<file path="config.mk">
export PLATFORM = sky130hd
export DESIGN_NAME = jtframe_ram_streamer
export DESIGN_NICKNAME = d
export VERILOG_FILES = /design/src/rtl/jtframe_ram_streamer_pkg.sv /design/src/rtl/jtframe_stream_skid.sv /design/src/rtl/jtframe_ram_streamer.sv
export SDC_FILE = /design/constraint.sdc
export NUM_CORES = 1
export LEC_CHECK = 0
export ABC_AREA = 1
export BUFFER_PORTS_ARGS = -buffer_cell sky130_fd_sc_hd__buf_2
export CAP_MARGIN = 20
export CORE_MARGIN = 2
export CORE_UTILIZATION = 57
export CTS_CLUSTER_DIAMETER = 120
export CTS_CLUSTER_SIZE = 20
export DETAILED_ROUTE_END_ITERATION = 8
export GPL_TIMING_DRIVEN = 1
export PLACE_DENSITY = 0.82
export SYNTH_ARGS = -nofsm -noshare
export SYNTH_HDL_FRONTEND = slang
export SYNTH_HIERARCHICAL = 1
export SYNTH_SLANG_ARGS = --single-unit
</file>
<file path="constraint.sdc">
create_clock -name clk -period 2.9 [get_ports clk]
set_clock_uncertainty 0.1 [all_clocks]
set_input_delay 0.58 -clock clk [delete_from_list [all_inputs] [get_ports clk]]
set_output_delay 0.58 -clock clk [all_outputs]
set_load 0.01 [all_outputs]
</file>
<file path="src/rtl/jtframe_ram_streamer_pkg.sv">
// Local constants for the RAM streamer: FSM encoding and skid buffer depth.
package jtframe_ram_streamer_pkg;

    typedef enum logic [1:0] {
        ST_IDLE  = 2'd0,
        ST_RUN   = 2'd1,
        ST_DRAIN = 2'd2
    } state_t;

    localparam int SKID_DEPTH = 2;

endpackage

</file>
<file path="src/rtl/jtframe_stream_skid.sv">
// Two-entry shift FIFO; entry 0 is always the head so dout is a plain register.
module jtframe_stream_skid #(
    parameter int dw = 8
) (
    input  logic          clk,
    input  logic          rst_n,
    input  logic          flush,
    input  logic          push,
    input  logic [dw-1:0] din,
    input  logic          pop,
    output logic [dw-1:0] dout,
    output logic [1:0]    occupancy
);
    logic [1:0]    occ_q, occ_d;
    logic [dw-1:0] mem0_q, mem0_d;
    logic [dw-1:0] mem1_q, mem1_d;

    always_comb begin
        occ_d  = occ_q;
        mem0_d = mem0_q;
        mem1_d = mem1_q;
        if (flush) begin
            occ_d = 2'd0;
        end else begin
            case ({push, pop})
                2'b10: begin
                    if (occ_q == 2'd0) begin
                        mem0_d = din;
                        occ_d  = 2'd1;
                    end else if (occ_q == 2'd1) begin
                        mem1_d = din;
                        occ_d  = 2'd2;
                    end
                end
                2'b01: begin
                    mem0_d = mem1_q;
                    occ_d  = occ_q - 2'd1;
                end
                2'b11: begin
                    // Occupancy is unchanged; the new word lands behind whatever remains.
                    if (occ_q == 2'd1) begin
                        mem0_d = din;
                    end else if (occ_q == 2'd2) begin
                        mem0_d = mem1_q;
                        mem1_d = din;
                    end
                end
                default: ;
            endcase
        end
    end

    always_ff @(posedge clk or negedge rst_n) begin
        if (!rst_n) begin
            occ_q  <= 2'd0;
            mem0_q <= '0;
            mem1_q <= '0;
        end else begin
            occ_q  <= occ_d;
            mem0_q <= mem0_d;
            mem1_q <= mem1_d;
        end
    end

    assign dout      = mem0_q;
    assign occupancy = occ_q;

endmodule

</file>
<file path="src/rtl/jtframe_ram_streamer.sv">
// Drains a block of RAM words into a valid/ready stream, hiding the RAM's
// one-cycle read latency behind a credit-controlled 2-entry skid buffer.
module jtframe_ram_streamer
    import jtframe_ram_streamer_pkg::*;
#(
    parameter int dw = 8,
    parameter int aw = 10
) (
    input  logic          clk,
    input  logic          rst_n,
    input  logic          start,
    input  logic [aw-1:0] base,
    input  logic [aw:0]   len,
    input  logic          abort,
    output logic          busy,
    output logic          done,
    output logic [aw-1:0] ram_addr,
    input  logic [dw-1:0] ram_q,
    output logic [dw-1:0] out_data,
    output logic          out_valid,
    input  logic          out_ready,
    output logic          out_last,
    output logic [1:0]    dbg_state
);
    // Stream handshake: a word transfers on any rising edge where out_valid and
    // out_ready are both high; once raised, out_valid/out_data/out_last hold until
    // that transfer (abort and reset excepted), and out_valid never waits on out_ready.

    state_t        state_q, state_d;
    logic [aw-1:0] rd_addr_q, rd_addr_d;
    logic [aw:0]   issue_cnt_q, issue_cnt_d;
    logic [aw:0]   beat_cnt_q, beat_cnt_d;
    logic          inflight_q, inflight_d;
    logic          done_q, done_d;

    logic [1:0]    occ;
    logic          pop, issue, flush, credit_ok;
    logic [2:0]    credit_used;

    assign pop         = out_valid & out_ready;
    assign flush       = abort & (state_q != ST_IDLE);
    assign credit_used = {1'b0, occ} + {2'b00, inflight_q} - {2'b00, pop};
    assign credit_ok   = credit_used < 3'(SKID_DEPTH);
    assign issue       = (state_q == ST_RUN) && (issue_cnt_q != '0) && credit_ok && !abort;

    always_comb begin
        state_d     = state_q;
        rd_addr_d   = rd_addr_q;
        issue_cnt_d = issue_cnt_q;
        beat_cnt_d  = beat_cnt_q;
        inflight_d  = issue;
        done_d      = 1'b0;

        if (pop) beat_cnt_d = beat_cnt_q - 1'b1;

        case (state_q)
            ST_IDLE: begin
                if (start) begin
                    if (len == '0) begin
                        done_d = 1'b1;
                    end else begin
                        state_d     = ST_RUN;
                        rd_addr_d   = base;
                        issue_cnt_d = len;
                        beat_cnt_d  = len;
                    end
                end
            end
            ST_RUN: begin
                if (issue) begin
                    rd_addr_d   = rd_addr_q + 1'b1;
                    issue_cnt_d = issue_cnt_q - 1'b1;
                    if (issue_cnt_q == {{aw{1'b0}}, 1'b1}) state_d = ST_DRAIN;
                end
            end
            ST_DRAIN: begin
                // Finish on the edge of the final handshake so done follows it directly.
                if (beat_cnt_d == '0) begin
                    state_d = ST_IDLE;
                    done_d  = 1'b1;
                end
            end
            default: state_d = ST_IDLE;
        endcase

        if (flush) begin
            state_d    = ST_IDLE;
            done_d     = 1'b1;
            inflight_d = 1'b0;
        end
    end

    always_ff @(posedge clk or negedge rst_n) begin
        if (!rst_n) begin
            state_q     <= ST_IDLE;
            rd_addr_q   <= '0;
            issue_cnt_q <= '0;
            beat_cnt_q  <= '0;
            inflight_q  <= 1'b0;
            done_q      <= 1'b0;
        end else begin
            state_q     <= state_d;
            rd_addr_q   <= rd_addr_d;
            issue_cnt_q <= issue_cnt_d;
            beat_cnt_q  <= beat_cnt_d;
            inflight_q  <= inflight_d;
            done_q      <= done_d;
        end
    end

    jtframe_stream_skid #(.dw(dw)) u_skid (
        .clk       (clk),
        .rst_n     (rst_n),
        .flush     (flush),
        .push      (inflight_q),
        .din       (ram_q),
        .pop       (pop),
        .dout      (out_data),
        .occupancy (occ)
    );

    assign out_valid = (occ != 2'd0);
    assign out_last  = out_valid & (beat_cnt_q == {{aw{1'b0}}, 1'b1});
    assign busy      = (state_q != ST_IDLE);
    assign done      = done_q;
    assign ram_addr  = rd_addr_q;
    assign dbg_state = state_q;

endmodule

</file>
==> results of run 1 <==
[layout make-up]
class                           count  area (um^2)
Fill cell                         511         1924
Multi-Input combinational cell    382         1893
Sequential cell                    54         1351
Timing Repair Buffer               63        355.3
Inverter                           68        255.2
Tap cell                           75        93.84
Clock buffer                        5        68.82
Clock inverter                      3        48.80
[cells by family (layout without fill, tap and decap cells)]
kind of cell	Yosys count	count (layout)	synth area share
mux	1	1	0.002797
fa+ha+maj	12	12	0.04406
buf+inv	79	139	0.09335
simple gates	300	300	0.3671
xor+xnor	4	4	0.009789
compound gates	65	65	0.1052
flops	54	54	0.3776
[flip-flops by register name, summed over array words and instances (netlist names)]
name / flops
done: 1
u_skid/occupancy: 2
beat_cnt_q: 11
u_skid/dout: 8
ram_addr: 10
inflight_q: 1
issue_cnt_q: 11
u_skid/mem1_q: 8
dbg_state: 2
[per-stage QoR]
step,power [uW],setup WS [ns],util,std cells,instance area [um^2]
finish,4302,0.2124,0.6788,650,4066
global route,4708,0.01108,0.6788,650,4066
detailed placement,3763,0.08935,0.6591,642,3949
global placement,3655,0.1270,0.6591,642,3949
floorplan,3155,0.3908,-,515,3578
CTS,4308,0.2128,0.6788,650,4066
[power groups by stage]
stage                     sequential (uW)  clock, uW  combinational (uW)
after floorplan                      1410          0                1740
after global routing                 1450        576                2680
after global placement               1400          0                2260
after detailed placement             1410          0                2350
after CTS                            1400        546                2370
final                                1400        535                2360
[layer usage]
layer	track usage	vias to the layer above	routed length, um
met2	0.4047	79	3888
met4	0.05961	0	112
met3	0.03479	11	363
met1	0.3308	1572	3935
met5	0	-	0
li1	-	1762	-
[worst min path at each step]
stage,end,depth (start not counted)
final,u_skid/occupancy[0],1
after global routing,u_skid/dout[3],1
after CTS,beat_cnt_q[4],1
after detailed placement,u_skid/dout[3],2
after global placement,u_skid/dout[7],2
after floorplan,beat_cnt_q[0],0
[synthesized netlist by cell type (2+ instances only)]
| cell | n | share of area |
|---|---|---|
| buf_6 | 4 | 0.013 |
| nor3_1 | 7 | 0.0098 |
| nor2_1 | 51 | 0.053 |
| a31oi_1 | 4 | 0.0070 |
| nor2_4 | 6 | 0.019 |
| a22oi_2 | 2 | 0.0070 |
| o21ai_0 | 32 | 0.045 |
| nand3_1 | 55 | 0.077 |
| o22ai_1 | 3 | 0.0052 |
| nand2_1 | 164 | 0.17 |
| dfrtp_1 | 54 | 0.38 |
| a21oi_1 | 8 | 0.011 |
| ha_1 | 11 | 0.038 |
| inv_1 | 62 | 0.065 |
| buf_4 | 2 | 0.0042 |
| o211ai_1 | 8 | 0.017 |
| nand2_2 | 7 | 0.012 |
| xor2_1 | 4 | 0.0098 |
| o21ai_1 | 7 | 0.0098 |
| nand4_1 | 3 | 0.0052 |
| inv_2 | 6 | 0.0063 |
| clkbuf_1 | 4 | 0.0042 |
| nor2_2 | 2 | 0.0035 |
==> results by group, run 1 <==
Layout
  • Most frequent cells in the layout: 164 x nand2_1, 62 x inv_1, 57 x buf_2
  • Synth-to-layout area growth: 13.64%
  • N_diodes: 0
  • Fraction of layout cells with a size suffix above 1: 0.1704
  • Most common cell after layout, fill and taps aside: nand2_1
  • Final Net Count: 620

Critical path
  • Crit path max fanout: 21
  • Worst setup endpoint: issue_cnt_q[1]
  • Crit. End Element: flop
  • CP top delay family: simple AND/OR/NAND/NOR gates
  • Stages on the worst setup path: 13
  • Worst Reg-to-Reg Cells: 13
  • Worst Path Required: just over 3 ns
  • CP arrival: between 2 and 3 ns
  • Crit start category: flop
  • Setup Crit Path Kind: reg2reg
  • Crit path launch: u_skid/occupancy[0]
  • Flop-to-flop setup slack: about 0.21 ns
  • R2r startpoint: u_skid/occupancy[0]
  • Buf/Inv on CP: 2
  • Worst stage delay on the critical path: 0.50 ns
  • Worst flop-to-flop path endpoint: issue_cnt_q[1]
  • Cells along the critical path: nor2_1 -> nor2_4 -> ha_1 -> inv_1 -> nand2_1 -> fa_1 -> nand3_1 -> nor3_2 -> nand2_1 -> nand2_4 -> buf_12 -> o211ai_1 -> o21ai_0
  • Crit path top cell by count: nand2_1
  • Crit path max-delay cell type: fa_1

CTS
  • Worst-path clk slew: 0.11 ns
  • Hold_buf cts: 0
  • Setup Fix Bufs, Post-CTS: 0
  • Clk buf depth: 2
  • Max H-tree Level: 2
  • Num CTS Buffers: 5
  • Clock tree from TritonCTS: yes
  • Clock sink count: 54
  • Root buffer cell: clkbuf_8
  • Worst-skew pair later-pin latency: approximately 0.32 ns
  • Post-CTS Resized: 0

Floorplan
  • Chip width: 83.24 um
  • Initial Util: 0.5973
  • Io pins: 58
  • Row cnt: 28
  • Core box area: roughly 0.006 mm^2
  • Total Die Area: 0.006928 mm^2
  • Die Span Y: about 83 um

Outcome
  • Run status: finished, final reports clean

Logic synthesis
  • Number of synthesized flops with an enable pin: 0
  • Syn. warnings: 6
  • Synth cell types: 32
  • Syn_nets: 561
  • Seq cells post-synth: between 50 and 60
  • Ys flop type: dfrtp_1
  • Synthesized instance count: between 500 and 600
  • Post-synth ARST share: 1.000
  • Mapped cell area: 0.003578 mm^2
  • Mean Syn Cell Area: 6.948 um^2
  • Sequential area share after synthesis: 0.3776

Timing
  • Final period utilization: 0.9267
  • Maximum clock rate: between 0.3 and 0.4 GHz
  • Final setup viols: 0
  • Final setup TNS: 0 ns
  • Tmin final: ~2.7 ns
  • Worst Tran Pin Value: about 0.48 ns
  • Unrepaired setup endpoints after global routing: false
  • WHS: 0.1028 ns
  • Hold Fails Final Rpt: 0
  • Slew Viols, Final: 0
  • Slew HR: 0.6806

Power and ir drop
  • Pint: 2219 uW
  • Combinational Power Share: 0.549
  • Net Sw Frac: 0.4842
  • VDD IR-drop max: between 0.5 and 0.6 mV
  • Sequential share of power: 0.326
  • Clock network fraction of total power: 0.124
  • P_sw: ~2100 uW
  • Cell Pwr Density: around 1100 mW/mm^2
  • LEAKAGE: approximately 0.0022 uW

Global routing
  • Antenna violations before repair: 0
  • Total GRT Usage: 0.2417
  • Largest net degree at the start of global routing: 37
  • Grt ovf: 0
  • First-pass GRT wire length: 13.88 mm
  • Number of global-route vias before repair: about 3100

Routing
  • WL per Instance: ~13 um
  • ANT nets after route: 0
  • Pre-antenna DRT Iters: 5
  • Vias/cell: ~5.3
  • Vias: between 3000 and 4000
  • DRT Wirelength: 8.299 mm
  • Initial DRC Count: 238
  • DRC Markers: 0

Place
  • HPWL after detailed placement: ~6.4 mm
  • Port Buffers: 57
  • Placer Congestion: around 0.89

Hold path
  • Tightest Hold Check Type: in2async

Job
  • Maxcap violations: 0
Power figures use the tool's default switching activity.
==> inputs of run 2 (changes only) <==
--- a/config.mk
+++ b/config.mk
@@ -13,7 +13,7 @@
 export CTS_CLUSTER_DIAMETER = 120
 export CTS_CLUSTER_SIZE = 20
 export DETAILED_ROUTE_END_ITERATION = 8
-export GPL_TIMING_DRIVEN = 1
+export GPL_TIMING_DRIVEN = 0
 export PLACE_DENSITY = 0.82
 export SYNTH_ARGS = -nofsm -noshare
 export SYNTH_HDL_FRONTEND = slang
==> run 2 against run 1 <==
Net effect: critical path depth did not move; clock power down 15%; sequential cell count stayed put; non-clock buffer count rose by 6; register-to-register slack barely moved; combinational power grew 3%; via count rose by 2.1%; total power decreased by 0.16%; maximum frequency rose by 0.37%; hold slack improved by 0.034 ns; setup slack better by 0.0099 ns; critical endpoint is now issue_cnt_q[2].
==> results by group, run 2 (synthesis gave the netlist of run 1 again) <==
Global routing
  • Largest net degree at the start of global routing: 35 (-5.4%)
  • Antenna violations before repair: 0 (unchanged)
  • Number of global-route vias before repair: 3341 (+8.5%)
  • First-pass GRT wire length: 15.05 mm (+8.4%)
  • Total GRT Usage: 0.2582 (+0.01651)
  • Grt ovf: 0 (unchanged)

Floorplan
  • Total Die Area: 0.006928 mm^2 (unchanged)
  • Row cnt: 28 (unchanged)
  • Core box area: 0.005991 mm^2 (unchanged)
  • Die Span Y: 83.24 um (unchanged)
  • Initial Util: 0.5973 (unchanged)
  • Chip width: 83.24 um (unchanged)
  • Io pins: 58 (unchanged)

CTS
  • Max H-tree Level: 2 (unchanged)
  • Hold_buf cts: 0 (unchanged)
  • Worst-skew pair later-pin latency: 0.32 ns (about the same)
  • Worst-path clk slew: 0.11 ns (about the same)
  • Clock sink count: 54 (unchanged)
  • Root buffer cell: clkbuf_8
  • Num CTS Buffers: 5 (unchanged)
  • Post-CTS Resized: 0 (unchanged)
  • Clk buf depth: 2 (unchanged)
  • Setup Fix Bufs, Post-CTS: 0 (unchanged)
  • Clock tree from TritonCTS: yes

Power and ir drop
  • LEAKAGE: 0.002199 uW (+0.23%)
  • Clock network fraction of total power: 0.106 (-0.018)
  • P_sw: 2139 uW (+2.7%)
  • Sequential share of power: 0.326 (about the same)
  • Net Sw Frac: 0.4980 (+0.01379)
  • VDD IR-drop max: 0.5459 mV (+5.1%)
  • Pint: 2156 uW (-2.8%)
  • Cell Pwr Density: 1054 mW/mm^2 (-0.41%)
  • Combinational Power Share: 0.568 (+0.019)

Layout
  • Fraction of layout cells with a size suffix above 1: 0.1721 (+0.001682)
  • Final instance area: 0.004076 mm^2 (+0.25%)
  • Final Net Count: 626 (+0.97%)
  • Synth-to-layout area growth: 13.92%
  • Util after Layout: 0.6805 (+0.001671)
  • Final std cells w/o fill: 656 (+0.92%)
  • Most frequent cells in the layout: 164 x nand2_1, 62 x inv_1, 57 x buf_2
  • Most common cell after layout, fill and taps aside: nand2_1
  • N_diodes: 0 (unchanged)

Timing
  • Setup WS post-layout: 0.2223 ns (+0.009892 ns)
  • Final setup viols: 0 (unchanged)
  • Slew HR: 0.6345 (-0.04616)
  • Final setup TNS: 0 ns (unchanged)
  • Hold Fails Final Rpt: 0 (unchanged)
  • Slew Viols, Final: 0 (unchanged)
  • Final period utilization: 0.9233 (-0.003411)
  • Maximum clock rate: 0.3735 GHz (+0.37%)
  • Worst Tran Pin Value: 0.5483 ns (+0.06923 ns)
  • Unrepaired setup endpoints after global routing: false
  • Tmin final: 2.678 ns (-0.009892 ns)

Routing
  • ANT nets after route: 0 (unchanged)
  • Pre-antenna DRT Iters: 5 (unchanged)
  • WL per Instance: 13.14 um (+2.9%)
  • Initial DRC Count: 216 (-9.2%)
  • DRT Wirelength: 8.620 mm (+3.9%)
  • Vias/cell: 5.331 (+1.2%)
  • Vias: 3497 (+2.1%)
  • DRC Markers: 0 (unchanged)

Place
  • Dpl ws: 0.03341 ns (-0.05594 ns)
  • HPWL after detailed placement: 6.569 mm (+2.8%)
  • Port Buffers: 57 (unchanged)
  • Post-DP Area: 0.003978 mm^2 (+0.73%)
  • Dpl cells: 648 (+0.93%)
  • Placer Congestion: 0.8937 (+0.18%)

Job
  • Maxcap violations: 0 (unchanged)

Critical path
  • Crit start category: flop
  • Crit path max fanout: 10 (-52%)
  • Crit. End Element: flop
  • CP arrival: 2.82 ns (about the same)
  • Worst Path Required: 3.05 ns (about the same)
  • Setup Crit Path Kind: reg2reg

Hold path
  • Tightest Hold Check Type: in2async

Outcome
  • Run status: finished, final reports clean
run 2: cell count changes in the layout (fill, tap and decap cells not counted), sizes merged:
cell / previous run / this run
buf: 63 / 65
bufinv: 1 / 0
clkbuf: 5 / 9
clkinv: 0 / 2
clkinvlp: 1 / 0
run 2: worst paths after layout:
| kind | from | endpoint | slack [ns] | cells past startpoint |
|---|---|---|---|---|
| setup / recovery | u_skid/occupancy[1] | issue_cnt_q[2] | 0.22 | 13 |
| hold / removal | rst_n | beat_cnt_q[3] | 0.14 | 1 |
| setup reg to reg | u_skid/occupancy[1] | issue_cnt_q[2] | 0.22 | 13 |
| hold reg to reg | u_skid/dout[5] | u_skid/dout[5] | 0.37 | 2 |
| max in group asynchronous | rst_n | done | 2.00 | 2 |
| min in group clk | u_skid/dout[5] | u_skid/dout[5] | 0.37 | 2 |
run 2: per-layer routing:
metal / up-vias / wire length [um] / global-route usage
met3: 13 / 489 / 0.04473
met4: 0 / 123 / 0.07303
met5: - / 0 / 0
li1: 1774 / - / -
met1: 1605 / 3947 / 0.3442
met2: 105 / 4059 / 0.4333
run 2: worst max-delay path: stages, from the launching register on:
cell and delay, ns:
dfrtp_2 0.46, nor2_1 0.23, nor2_4 0.11, ha_1 0.28
inv_1 0.05, nand2_1 0.06, fa_1 0.49, nand3_1 0.09
nor3_2 0.11, nand2_1 0.12, nand2_4 0.13, buf_6 0.17
o21ai_1 0.09, a22oi_2 0.13
run 2: final cells by class:
| type | count | area [um^2] |
|---|---|---|
| Clock inverter | 3 | 28.78 |
| Sequential cell | 54 | 1353 |
| Clock buffer | 5 | 68.82 |
| Tap cell | 75 | 93.84 |
| Buffer | 11 | 78.83 |
| Fill cell | 546 | 1914 |
| Timing Repair Buffer | 58 | 305.3 |
| Multi-Input combinational cell | 382 | 1893 |
| Inverter | 68 | 255.2 |
run 2: metrics by stage:
step | total power [uW] | hold WS [ns]
global route | 4722 | 0.1706
floorplan | 3155 | 0.1844
CTS | 4286 | 0.1425
global placement | 3724 | 0.3479
detailed placement | 3818 | 0.3533
finish | 4295 | 0.1371
run 2: power by group through the flow:
stage               Sequential (uW)  Clock (uW)  Combinational [uW]
detailed placement             1410           0                2410
global route                   1450         492                2780
CTS                            1400         465                2430
finish                         1400         455                2440
global placement               1390           0                2330
floorplan                      1410           0                1740
==> inputs of run 3 (changes only) <==
--- a/config.mk
+++ b/config.mk
@@ -7,13 +7,14 @@
 export LEC_CHECK = 0
 export ABC_AREA = 1
 export BUFFER_PORTS_ARGS = -buffer_cell sky130_fd_sc_hd__buf_2
-export CAP_MARGIN = 20
+export CAP_MARGIN = 40
 export CORE_MARGIN = 2
 export CORE_UTILIZATION = 57
 export CTS_CLUSTER_DIAMETER = 120
 export CTS_CLUSTER_SIZE = 20
 export DETAILED_ROUTE_END_ITERATION = 8
 export GPL_TIMING_DRIVEN = 0
+export MAX_ROUTING_LAYER = met4
 export PLACE_DENSITY = 0.82
 export SYNTH_ARGS = -nofsm -noshare
 export SYNTH_HDL_FRONTEND = slang
==> run 3 against run 2 <==
Net effect: clock power is 2% higher; register-to-register slack about the same; sequential power is essentially flat; non-clock buffer count stayed put; setup slack got worse by 0.0052 ns; sequential share of layout area hardly changed.
==> results by group, run 3 (synthesis gave the netlist of run 1 again) <==
Outcome
  • Run status: finished, final reports clean

Critical path
  • Crit. End Element: flop
  • CP arrival: 2.83 ns (about the same)
  • Worst Path Required: 3.05 ns (about the same)
  • Crit path max fanout: 10 (unchanged)
  • Crit start category: flop
  • Setup Crit Path Kind: reg2reg

Power and ir drop
  • Cell Pwr Density: 1052 mW/mm^2 (-0.19%)
  • Net Sw Frac: 0.4972 (-0.0007293)
  • Pint: 2160 uW (+0.17%)
  • Clock network fraction of total power: 0.108 (+0.002)
  • Combinational Power Share: 0.566 (-0.002)
  • P_sw: 2136 uW (-0.13%)
  • Total design power: 4296 uW (about the same)
  • VDD IR-drop max: 0.5177 mV (-5.2%)
  • Sequential share of power: 0.326 (about the same)
  • LEAKAGE: 0.002201 uW (+0.11%)

Global routing
  • Grt ovf: 0 (unchanged)
  • Number of global-route vias before repair: 3350 (+0.27%)
  • Total GRT Usage: 0.2663 (+0.008070)
  • First-pass GRT wire length: 15.01 mm (-0.27%)
  • Antenna violations before repair: 0 (unchanged)
  • Largest net degree at the start of global routing: 35 (unchanged)

CTS
  • Clock tree from TritonCTS: yes
  • Max H-tree Level: 2 (unchanged)
  • Clk buf depth: 2 (unchanged)
  • Num CTS Buffers: 5 (unchanged)
  • Root buffer cell: clkbuf_8
  • Worst-path clk slew: 0.11 ns (about the same)
  • Worst-skew pair later-pin latency: 0.32 ns (about the same)
  • Clock sink count: 54 (unchanged)

Place
  • Dpl ws: 0.05157 ns (+0.01816 ns)
  • Port Buffers: 57 (unchanged)
  • Placer Congestion: 0.9110 (+1.9%)
  • Post-DP Area: 0.003985 mm^2 (+0.19%)
  • HPWL after detailed placement: 6.492 mm (-1.2%)

Floorplan
  • Initial Util: 0.5973 (unchanged)
  • Io pins: 58 (unchanged)
  • Total Die Area: 0.006928 mm^2 (unchanged)
  • Row cnt: 28 (unchanged)
  • Die Span Y: 83.24 um (unchanged)
  • Core box area: 0.005991 mm^2 (unchanged)
  • Chip width: 83.24 um (unchanged)

Layout
  • Fraction of layout cells with a size suffix above 1: 0.1738 (+0.001721)
  • Final instance area: 0.004085 mm^2 (+0.21%)
  • Final Net Count: 626 (unchanged)
  • Most common cell after layout, fill and taps aside: nand2_1
  • Most frequent cells in the layout: 164 x nand2_1, 62 x inv_1, 57 x buf_2
  • N_diodes: 0 (unchanged)
  • Synth-to-layout area growth: 14.16%
  • FILL cells: 521 (-4.6%)

Routing
  • ANT nets after route: 0 (unchanged)
  • Initial DRC Count: 254 (+18%)
  • DRC Markers: 0 (unchanged)
  • DRT Wirelength: 8.496 mm (-1.4%)
  • Vias: 3519 (+0.63%)
  • Pre-antenna DRT Iters: 5 (unchanged)
  • WL per Instance: 12.95 um (-1.4%)
  • Vias/cell: 5.364 (+0.63%)

Timing
  • Worst Tran Pin Value: 0.7907 ns (+0.2424 ns)
  • Tmin final: 2.683 ns (+0.005195 ns)
  • Slew HR: 0.4729 (-0.1616)
  • WHS: 0.2266 ns (+0.08946 ns)
  • Slew Viols, Final: 0 (unchanged)
  • Hold Fails Final Rpt: 0 (unchanged)
  • Unrepaired setup endpoints after global routing: false
  • Setup WS post-layout: 0.2171 ns (-0.005195 ns)
  • Maximum clock rate: 0.3727 GHz (-0.19%)
  • Final setup TNS: 0 ns (unchanged)
  • Final period utilization: 0.9251 (+0.001791)
  • Final setup viols: 0 (unchanged)

Hold path
  • Tightest Hold Check Type: in2async

Job
  • Maxcap violations: 0 (unchanged)
[run 3: cell types whose count changed in the layout (fill, tap and decap cells not counted)]
cell / before / now
dfrtp_2: 1 / 2
inv_6: 0 / 1
dfrtp_1: 53 / 52
buf_16: 0 / 1
clkinv_4: 2 / 1
buf_12: 1 / 0
[run 3: layout make-up]
class,count,area (um^2),area share
repair buffers,58,312.8,0.07657
flip-flops and latches,54,1354,0.3314
plain buffers,11,78.83,0.01930
clock buffers,5,68.82,0.01685
inverters,68,255.2,0.06248
well taps,75,93.84,0.02297
clock inverters,3,28.78,0.007044
multi-input cells,382,1893,0.4634
[run 3: path summary, 6_finish.rpt]
kind                                     start             end  slack, ns  cells past startpoint
setup / recovery           u_skid/occupancy[1]     ram_addr[2]       0.22                     13
hold / removal                           rst_n  u_skid/dout[5]       0.23                      1
setup reg to reg           u_skid/occupancy[1]     ram_addr[2]       0.22                     13
hold reg to reg                 u_skid/dout[4]  u_skid/dout[4]       0.38                      2
max in group asynchronous                rst_n  issue_cnt_q[7]       1.88                      2
min in group clk                u_skid/dout[4]  u_skid/dout[4]       0.38                      2
[run 3: power groups by stage]
stage / sequential (uW) / combinational [uW] / clock [uW]
after global routing: 1460 / 2780 / 497
after CTS: 1400 / 2420 / 472
after global placement: 1390 / 2330 / 0
after floorplan: 1410 / 1740 / 0
final: 1400 / 2430 / 464
after detailed placement: 1410 / 2400 / 0
[run 3: layer usage]
layer  up-vias  track usage  part of all wire
met1      1603       0.3541              0.45
met5         -            -                 0
li1       1769            -                 -
met3        19      0.03678             0.071
met4         0      0.08197             0.017
met2       128       0.4260              0.46
[run 3: worst max-delay path, cell delays in order (launching register included)]
cell,delay (ns)
dfrtp_2,0.47
nor2_1,0.24
nor2_4,0.11
ha_1,0.28
inv_1,0.05
nand2_1,0.05
fa_1,0.48
nand3_1,0.09
nor3_2,0.11
nand2_1,0.12
nand2_4,0.13
buf_6,0.17
o21ai_1,0.08
a22oi_2,0.13
[run 3: repair_timing]
item                       4_1_cts  5_1_grt
hold buffers                     0        0
setup endpoints to repair        0        9
setup buffers                    0        0
gates resized for setup          0        2
[run 3: per-stage QoR]
| stage | util | std cells |
|---|---|---|
| floorplan | - | 515 |
| global placement | 0.6606 | 647 |
| detailed placement | 0.6652 | 648 |
| CTS | 0.6815 | 656 |
| global route | 0.6819 | 656 |
| finish | 0.6819 | 656 |
